**config.mk**
```make
export PLATFORM = sky130hd
export DESIGN_NAME = rds_group_encoder
export DESIGN_NICKNAME = d
export VERILOG_FILES = /design/src/rtl/rds_group_encoder.sv
export SDC_FILE = /design/constraint.sdc
export NUM_CORES = 1
export LEC_CHECK = 0
export ABC_AREA = 1
export BUFFER_PORTS_ARGS = -buffer_cell sky130_fd_sc_hd__buf_4
export CAP_MARGIN = 20
export CORE_MARGIN = 2
export CORE_UTILIZATION = 45
export CTS_CLUSTER_SIZE = 24
export DETAILED_ROUTE_END_ITERATION = 10
export HOLD_SLACK_MARGIN = 0.12
export PLACE_DENSITY_LB_ADDON = 0.2
export REMOVE_ABC_BUFFERS = 1
export SLEW_MARGIN = 20
export SYNTH_ARGS = -nofsm -noshare
export SYNTH_HDL_FRONTEND = slang
export SYNTH_SLANG_ARGS = --single-unit
```
**constraint.sdc**
```tcl
create_clock -name clk -period 1.8 [get_ports clk]
set_input_delay 0.27 -clock clk [delete_from_list [all_inputs] [get_ports clk]]
set_output_delay 0.27 -clock clk [all_outputs]
set_load 0.01 [all_outputs]
```
**src/rtl/rds_group_encoder.sv**
```systemverilog
// rds_group_encoder: RDS group-0A encoder writing checkworded 26-bit blocks packed into RAM bytes; RDS_RT_EN adds group-2A radiotext
module rds_group_encoder #(
    parameter int unsigned C_BASE_ADDR = 0,
    parameter int unsigned C_ADDR_BITS = 9,
    parameter logic [15:0] C_AF_WORD   = 16'hE0CD
) (
    input  logic                   clk,
    input  logic                   rst_n,
    input  logic                   start,
    input  logic [15:0]            pi,
    input  logic [4:0]             pty,
    input  logic                   tp,
    input  logic                   ta,
    input  logic                   ms,
    input  logic                   ps_we,
`ifdef RDS_RT_EN
    input  logic [5:0]             ps_addr,
`else
    input  logic [2:0]             ps_addr,
`endif
    input  logic [7:0]             ps_data,
    output logic                   wr_en,
    output logic [C_ADDR_BITS-1:0] wr_addr,
    output logic [7:0]             wr_data,
    output logic                   busy,
    output logic                   done
);
    typedef enum logic [2:0] {S_IDLE, S_LOAD, S_CRC, S_EMIT, S_NEXT, S_DONE} state_t;
    localparam logic [C_ADDR_BITS-1:0] BASE = C_ADDR_BITS'(C_BASE_ADDR);
`ifdef RDS_RT_EN
    localparam logic [4:0] LAST_SEG = 5'd19;
`else
    localparam logic [4:0] LAST_SEG = 5'd3;
`endif
    state_t                 st_q;
    logic [4:0]             seg_q;
    logic [1:0]             blk_q;
    logic [4:0]             cnt_q;
    logic [25:0]            sh_q;
    logic [9:0]             crc_q;
    logic [9:0]             crc_nx;
    logic [7:0]             sb_q;
    logic [2:0]             bc_q;
    logic [15:0]            pi_q;
    logic [4:0]             pty_q;
    logic                   tp_q, ta_q, ms_q;
    logic                   wr_en_q, busy_q, done_q;
    logic [C_ADDR_BITS-1:0] wr_addr_q;
    logic [7:0]             wr_data_q;
    logic [7:0]             ps_q [8];
    logic [15:0]            word_d, w0a;
    logic [9:0]             off_d;
`ifdef RDS_RT_EN
    logic [7:0]             rt_q [64];
    logic [3:0]             s2a;
    logic [15:0]            w2a;
`endif

    assign wr_en   = wr_en_q;
    assign wr_addr = wr_addr_q;
    assign wr_data = wr_data_q;
    assign busy    = busy_q;
    assign done    = done_q;

    // Character buffers: written from the CPU side at any time, cleared to spaces on reset
    always_ff @(posedge clk or negedge rst_n) begin
        if (!rst_n) begin
            for (int i = 0; i < 8; i++) ps_q[i] <= 8'h20;
`ifdef RDS_RT_EN
            for (int i = 0; i < 64; i++) rt_q[i] <= 8'h20;
`endif
        end else if (ps_we) begin
`ifdef RDS_RT_EN
            if (ps_addr[5:3] == 3'd0) ps_q[ps_addr[2:0]] <= ps_data;
            else rt_q[ps_addr] <= ps_data;
`else
            ps_q[ps_addr] <= ps_data;
`endif
        end
    end

    // Block word, offset word and one serial CRC step for the current block
    always_comb begin
        w0a = blk_q == 2'd0 ? pi_q :
              blk_q == 2'd1 ? {5'b00000, tp_q, pty_q, ta_q, ms_q, 1'b0, seg_q[1:0]} :
              blk_q == 2'd2 ? C_AF_WORD : {ps_q[{seg_q[1:0], 1'b0}], ps_q[{seg_q[1:0], 1'b1}]};
`ifdef RDS_RT_EN
        s2a = 4'(seg_q - 5'd4);
        w2a = blk_q == 2'd0 ? pi_q :
              blk_q == 2'd1 ? {4'b0010, 1'b0, tp_q, pty_q, 1'b0, s2a} :
              blk_q == 2'd2 ? {rt_q[{s2a, 2'd0}], rt_q[{s2a, 2'd1}]} : {rt_q[{s2a, 2'd2}], rt_q[{s2a, 2'd3}]};
        word_d = seg_q >= 5'd4 ? w2a : w0a;
`else
        word_d = w0a;
`endif
        off_d  = blk_q == 2'd0 ? 10'h0FC : blk_q == 2'd1 ? 10'h198 : blk_q == 2'd2 ? 10'h168 : 10'h1B4;
        crc_nx = {crc_q[8:0], 1'b0} ^ ((crc_q[9] ^ sh_q[25]) ? 10'h1B9 : 10'h000);
    end

    // Sequencer: load block, 16 CRC steps while rotating info, 26 emit steps into the byte packer
    always_ff @(posedge clk or negedge rst_n) begin
        if (!rst_n) begin
            st_q      <= S_IDLE;
            seg_q     <= 5'd0;
            blk_q     <= 2'd0;
            cnt_q     <= 5'd0;
            sh_q      <= 26'd0;
            crc_q     <= 10'd0;
            sb_q      <= 8'd0;
            bc_q      <= 3'd0;
            pi_q      <= 16'd0;
            pty_q     <= 5'd0;
            tp_q      <= 1'b0;
            ta_q      <= 1'b0;
            ms_q      <= 1'b0;
            wr_en_q   <= 1'b0;
            wr_addr_q <= BASE;
            wr_data_q <= 8'd0;
            busy_q    <= 1'b0;
            done_q    <= 1'b0;
        end else begin
            wr_en_q <= 1'b0;
            done_q  <= 1'b0;
            if (wr_en_q) wr_addr_q <= wr_addr_q + C_ADDR_BITS'(1);
            case (st_q)
                S_IDLE: if (start) begin
                    pi_q      <= pi;
                    pty_q     <= pty;
                    tp_q      <= tp;
                    ta_q      <= ta;
                    ms_q      <= ms;
                    seg_q     <= 5'd0;
                    blk_q     <= 2'd0;
                    bc_q      <= 3'd0;
                    wr_addr_q <= BASE;
                    busy_q    <= 1'b1;
                    st_q      <= S_LOAD;
                end
                S_LOAD: begin
                    sh_q  <= {word_d, 10'h000};
                    crc_q <= 10'd0;
                    cnt_q <= 5'd0;
                    st_q  <= S_CRC;
                end
                S_CRC: begin
                    crc_q <= crc_nx;
                    sh_q  <= {sh_q[24:10], sh_q[25], cnt_q == 5'd15 ? crc_nx ^ off_d : 10'h000};
                    cnt_q <= cnt_q == 5'd15 ? 5'd0 : cnt_q + 5'd1;
                    st_q  <= cnt_q == 5'd15 ? S_EMIT : S_CRC;
                end
                S_EMIT: begin
                    sb_q  <= {sb_q[6:0], sh_q[25]};
                    sh_q  <= {sh_q[24:0], 1'b0};
                    bc_q  <= bc_q + 3'd1;
                    cnt_q <= cnt_q + 5'd1;
                    st_q  <= cnt_q == 5'd25 ? S_NEXT : S_EMIT;
                    if (bc_q == 3'd7) begin
                        wr_en_q   <= 1'b1;
                        wr_data_q <= {sb_q[6:0], sh_q[25]};
                    end
                end
                S_NEXT: begin
                    blk_q <= blk_q + 2'd1;
                    st_q  <= S_LOAD;
                    if (blk_q == 2'd3) begin
                        if (seg_q == LAST_SEG) begin
                            st_q   <= S_DONE;
                            busy_q <= 1'b0;
                            done_q <= 1'b1;
                        end else begin
                            seg_q <= seg_q + 5'd1;
                        end
                    end
                end
                default: st_q <= S_IDLE;
            endcase
        end
    end
endmodule

```
### Word level (Yosys, flattened, before mapping)

Index checks and enable logic that the tools add are counted.

| word-level totals | value |
|---|---|
| bits in registers | 169 |
| output and inout port bits | 20 |
| input bits | 39 |

| cells by class | value |
|---|---|
| eq/ne operators | 15 |
| add/subtract/negate cells | 5 |
| mux-type cells | 47 |
| bitwise gates (word level) | 6 |
| reductions and logical operators | 13 |
| magnitude comparators | 4 |

Operators by type and width:

| operator | count |
|---|---|
| 26-bit one-hot mux with 3 select lines | 1 |
| 64-bit bitwise mux | 1 |
| 8-bit 2-to-1 mux | 7 |
| 8-bit binary-select mux with 3-bit select | 2 |
| 16-bit 2-to-1 mux | 3 |
| 9-bit 2-to-1 mux | 5 |
| 8-bit demux with 3-bit select | 1 |
| 5-bit 2-to-1 mux | 4 |
| 10-bit one-hot mux with 2 select lines | 1 |
| 10-bit by 9-bit bitwise XOR with 10-bit output | 2 |
| 3-bit 2-to-1 mux | 5 |
| 3-bit one-hot mux with 5 select lines | 1 |
| 5-bit one-hot mux with 3 select lines | 1 |
| 4-bit >= comparator, second input constant | 3 |
| 3-bit inverter with 4-bit output | 3 |
| 5-bit by 1-bit adder with 5-bit output, second input constant | 2 |
| 10-bit 2-to-1 mux | 1 |
| 5-bit one-hot mux with 2 select lines | 1 |
| 9-bit by 1-bit adder with 9-bit output, second input constant | 1 |
| 1-bit 2-to-1 mux | 9 |
| 2-bit != test, second input constant | 4 |
| 2-bit AND reduction | 4 |
| 4-bit AND reduction | 2 |
| 3-bit by 2-bit == test with 1-bit output, second input constant | 2 |
| other kinds (20) | 24 |

### Logic depth before layout (Yosys ltp)

| depth | value |
|---|---|
| depth after elaboration | 8 |
| gate-level depth with buffers | 11 |
| depth with buffers taken out | 9 |

### Worst setup path before layout

Ideal clock, no wire load.

| path | value |
|---|---|
| path kind | reg-to-reg |
| start | register blk_q[0] |
| end | register sh_q[16] |
| setup time | 0.122 ns |
| period minus slack after synthesis | 1.575 ns |
| path slack | 0.225 ns |
| data arrival time | 1.453 ns |
| stages on the path, launching flop included | 10 |
| path buffers | 1 |
| cells stage by stage | dfrtp_1 inv_1 ha_1 clkbuf_1 nor2_1 nand3_1 nand2_1 nand2_1 nand2_1 a21oi_1 |

| between the ends | value |
|---|---|
| cells in the longest elaborated chain, start to end | 5 |

RTL lines:

| item | line | text |
|---|---|---|
| start: declaration | 37 | `logic [1:0] blk_q;` |
| start signal: assignment | 163 | `blk_q <= blk_q + 2'd1;` |
| 2-bit == test | 86 | `blk_q == 2'd2 ? C_AF_WORD : {ps_q[{seg_q[1:0], 1'b0}], ps_q[{seg_q[1:0], 1'b1}]};` |
| 16-bit 2-to-1 mux | 86 |  |
| 16-bit 2-to-1 mux | 85 | `blk_q == 2'd1 ? {5'b00000, tp_q, pty_q, ta_q, ms_q, 1'b0, seg_q[1:0]} :` |
| 16-bit 2-to-1 mux * | 84 | `w0a = blk_q == 2'd0 ? pi_q :` |
| 26-bit one-hot mux with 3 select lines * | 125 | `case (st_q)` |
| end signal: assignment | 140 | `sh_q <= {word_d, 10'h000};` |
| end signal: assignment | 147 | `sh_q <= {sh_q[24:10], sh_q[25], cnt_q == 5'd15 ? crc_nx ^ off_d : 10'h000};` |
| end signal: assignment | 153 | `sh_q <= {sh_q[24:0], 1'b0};` |
| end: declaration | 39 | `logic [25:0] sh_q;` |

Every way passes the cells marked *; elsewhere a longest branch is shown, timed or not.
A chain may end at the register's enable or synchronous reset.

### Final worst setup path

| path | value |
|---|---|
| start | register st_q[1] |
| end | register seg_q[4] |

| between the ends | value |
|---|---|
| cells in the longest elaborated chain, start to end | 3 |

RTL lines:

| item | line | text |
|---|---|---|
| start: declaration | 35 | `state_t st_q;` |
| start signal: assignment | 149 | `st_q <= cnt_q == 5'd15 ? S_EMIT : S_CRC;` |
| start signal: assignment | 156 | `st_q <= cnt_q == 5'd25 ? S_NEXT : S_EMIT;` |
| 3-bit == test / 3-bit logical NOT (equally long branches) | 125 |  |
| 2-bit != test (no source line) / 2-bit nonzero test (equally long branches) | n/a |  |
| 4-bit AND reduction (no source line) | n/a |  |
| end signal: assignment | 171 | `seg_q <= seg_q + 5'd1;` |
| end: declaration | 36 | `logic [4:0] seg_q;` |

Several ways; a longest one is shown, not always the timed one.

==> flow_summary.json <==
{
  "synth_ff_type": "dfrtp_1",
  "coreArea_um2": 17100,
  "clock_sinks": 169,
  "fin_crit_ns": 1.64,
  "synth_top_cell_by_area": "dfrtp_1",
  "worst_slew_pin_slew_ns": 0.593,
  "pin_count": 59,
  "yosys.cell_count.top_type": "nand2_1",
  "finalHoldViolations": 0,
  "hold_class": "in2reg",
  "cp.required_ns": 2.11,
  "p_seq_frac": 0.426,
  "grtUsageTotal": 0.210,
  "ant_nets": 0,
  "gp_congestion": 0.869,
  "synthTopCellsByCount": "nand2_1 (317), dfrtp_1 (161), o21ai_0 (95), inv_1 (84), a21oi_1 (61)",
  "design.die.area_um2": 18400,
  "nNetsFinal": 1101,
  "crit_arrival_ns": 1.95,
  "numPortBuffers": 58,
  "die-width_um": 136,
  "postSynthAreaPerCell_um2": 8.19,
  "antennaDiodeCount": 0,
  "grt_max_degree": 54,
  "numCtsBuffers": 17,
  "viasPerCell": 5.01,
  "ys_async_sr_fraction": 1.00,
  "syn_area_um2": 7810,
  "max_freq_ghz": 0.612,
  "synth_seq_area_share": 0.543,
  "ir_worst_vdd_mv": 0.742,
  "clkPwrFrac": 0.278,
  "ys_ff_latch": 169,
  "clk_pin_slew_ns": 0.06,
  "rows": 48,
  "cts_tree": "yes",
  "drtIter0Drc": 439,
  "reg2reg_depth": 8,
  "period_share": 0.908,
  "ys_top_cells_by_area": "dfrtp_1 (52%), nand2_1 (15%), o21ai_0 (6.1%), inv_1 (4.0%), a21oi_1 (3.9%)",
  "tns_ns": 0,
  "crit_path_top_delay_cell": "dfrtp_1",
  "status": "completed",
  "crit_path_end_kind": "flip-flop",
  "initial_core_util": 0.456,
  "wl_per_cell_um": 14.3,
  "insertion_delay_ns": 0.42,
  "finClkSkew_ns": 0.00651,
  "grt_pass1_wl_um": 30300,
  "drtPass1Iterations": 5,
  "seq_area_um2": 4240,
  "synthCells": 954,
  "drv_slew": 0,
  "internal-power_mw": 8.43,
  "min_delay_path_depth": 3,
  "setup_ws_ns": 0.165,
  "setup_violations": 0,
  "crit_type": "reg2reg",
  "cellLeakagePower_nw": 4.65,
  "switching_power_mw": 4.31,
  "synth_edf_count": 0,
  "cts_buffer_depth": 2,
  "antenna_found_initial": 0,
  "post-route-drc-count": 0,
  "grt_pass1_vias": 6085,
  "ys_types": 35,
  "area_delta_synth_final_pct": 21.3,
  "worst-path-max-fanout": 9,
  "fillCellCount": 1579,
  "drive_above_1_share": 0.132,
  "maxSlewHeadroom": 0.604,
  "synth_warnings": 0,
  "crit_top_cell": "nand2_1",
  "slowest_delay_ns": 0.46,
  "rsz0062_at_grt": "no",
  "path_cells": "nor2_2 -> nand2_2 -> inv_2 -> nand2_1 -> a21oi_2 -> inv_2 -> nand2_1 -> nand2_1",
  "postCtsSetupRepairBufs": 0,
  "grt_overflow": 0,
  "p_comb_frac": 0.295,
  "dp_slack_ns": 0.161,
  "drt-total-wl_um": 18400,
  "die_y_um": 136,
  "multi_input_area_um2": 3040,
  "dp_hpwl_um": 12500,
  "cts-root-buf": "clkbuf_16",
  "synth_top_area_frac": 0.516,
  "num_vias": 6442,
  "cap_violations": 0,
  "p_per_area_nw_per_um2": 1340,
  "p_sw_frac": 0.338,
  "startpoint_type": "flip-flop",
  "h-tree-depth": 4
}
-- cells by family (layout without fill, tap and decap cells) --
kind of cell / Yosys count / in the layout / synth area share
buffers and inverters: 133 / 239 / 0.0681
adder cells (fa/ha/maj): 14 / 14 / 0.0224
XOR/XNOR: 9 / 9 / 0.0101
flip-flops: 169 / 169 / 0.543
AND/OR/NAND/NOR: 428 / 428 / 0.219
AO/OA/AOI/OAI: 201 / 201 / 0.138
-- worst max-delay path: cells and delay by family, from the launching register on --
family          cells  cell delay [ns]
compound gates      1             0.33
simple gates        5             0.54
flops               1             0.46
buf+inv             2             0.19
-- final cells by class --
cell class,count,area share
Sequential cell,169,0.448
Tap cell,225,0.0297
Clock inverter,6,0.00951
Clock buffer,25,0.0502
Inverter,93,0.0369
Timing Repair Buffer,115,0.105
Multi-Input combinational cell,652,0.321
-- cell usage in the layout, fill, tap and decap left out, drive strengths merged, types with 2 or more instances in the layout --
cell type	n
nand4	2
ha	14
bufinv	2
o211ai	10
nand3	50
nor2	50
nand2	320
a21oi	63
buf	88
o221ai	2
clkinv	3
dfstp	8
dlygate4sd3	27
xor2	8
inv	93
clkbuf	25
o21ai	110
nor3	5
dfrtp	161
o22ai	11
-- sequential cells by signal, summed over array words and instances (netlist names) --
| name | count |
|---|---|
| ps_q | 64 |
| sh_q | 26 |
| pi_q | 16 |
| crc_q | 10 |
| wr_addr | 9 |
| wr_data | 8 |
| sb_q | 7 |
| cnt_q | 5 |
| pty_q | 5 |
| seg_q | 5 |
| bc_q | 3 |
| st_q | 3 |
| blk_q | 2 |
| busy | 1 |
| done | 1 |
| ms_q | 1 |
| ta_q | 1 |
| tp_q | 1 |
| wr_en | 1 |
-- power groups by stage --
stage | Clock (mW) | Combinational, mW | Sequential [mW]
6_report | 3.55 | 3.76 | 5.43
4_1_cts | 3.61 | 3.79 | 5.42
2_1_floorplan | 0 | 2.45 | 5.37
3_5_place_dp | 0 | 3.71 | 5.47
3_3_place_gp | 0 | 3.64 | 5.45
5_1_grt | 3.78 | 4.32 | 5.54
-- path summary, 6_finish.rpt --
check                                          from                      to  slack (ns)
worst max-delay path            st_q[1]$_DFFE_PN0P_    seg_q[4]$_DFFE_PN0P_        0.16
worst min-delay path                          start     st_q[0]$_DFFE_PN0P_        0.16
worst max register to register  st_q[1]$_DFFE_PN0P_    seg_q[4]$_DFFE_PN0P_        0.16
worst min register to register  sb_q[6]$_DFFE_PN0N_  wr_data[7]$_DFFE_PN0P_        0.47
max in group asynchronous                     rst_n    ps_q[21]$_DFFE_PN1P_        0.83
min in group asynchronous                     rst_n    wr_addr[6]$_DFF_PN0_        0.32
-- metal layers --
layer  up-vias  part of all wire  GRT usage  wire length (um)
met5         -                 0          0                 0
met4         0             0.017     0.0619               314
met3        27             0.031     0.0404               570
met2       116              0.47      0.343              8730
met1      3042              0.48      0.287              8790
li1       3257                 -          -                 -
-- per-stage QoR --
step | util | std cells | total power [mW] | instance area (um^2) | hold slack, ns
2_1_floorplan | - | 914 | 7.83 | 7630 | -0.0256
3_3_place_gp | 0.505 | 1227 | 9.09 | 8640 | 0.209
6_report | 0.553 | 1285 | 12.7 | 9470 | 0.164
4_1_cts | 0.553 | 1285 | 12.8 | 9470 | 0.150
5_1_grt | 0.553 | 1285 | 13.6 | 9470 | 0.175
3_5_place_dp | 0.505 | 1227 | 9.18 | 8640 | 0.207
-- what timing repair did --
item | 4_1_cts | 5_1_grt
endpoints found under the hold margin | 62 | 0
endpoints found under the setup margin | 0 | 1
hold buffers | 27 | 0
gates resized for setup | 0 | 1
No activity file was read; power rests on OpenSTA's default activity.
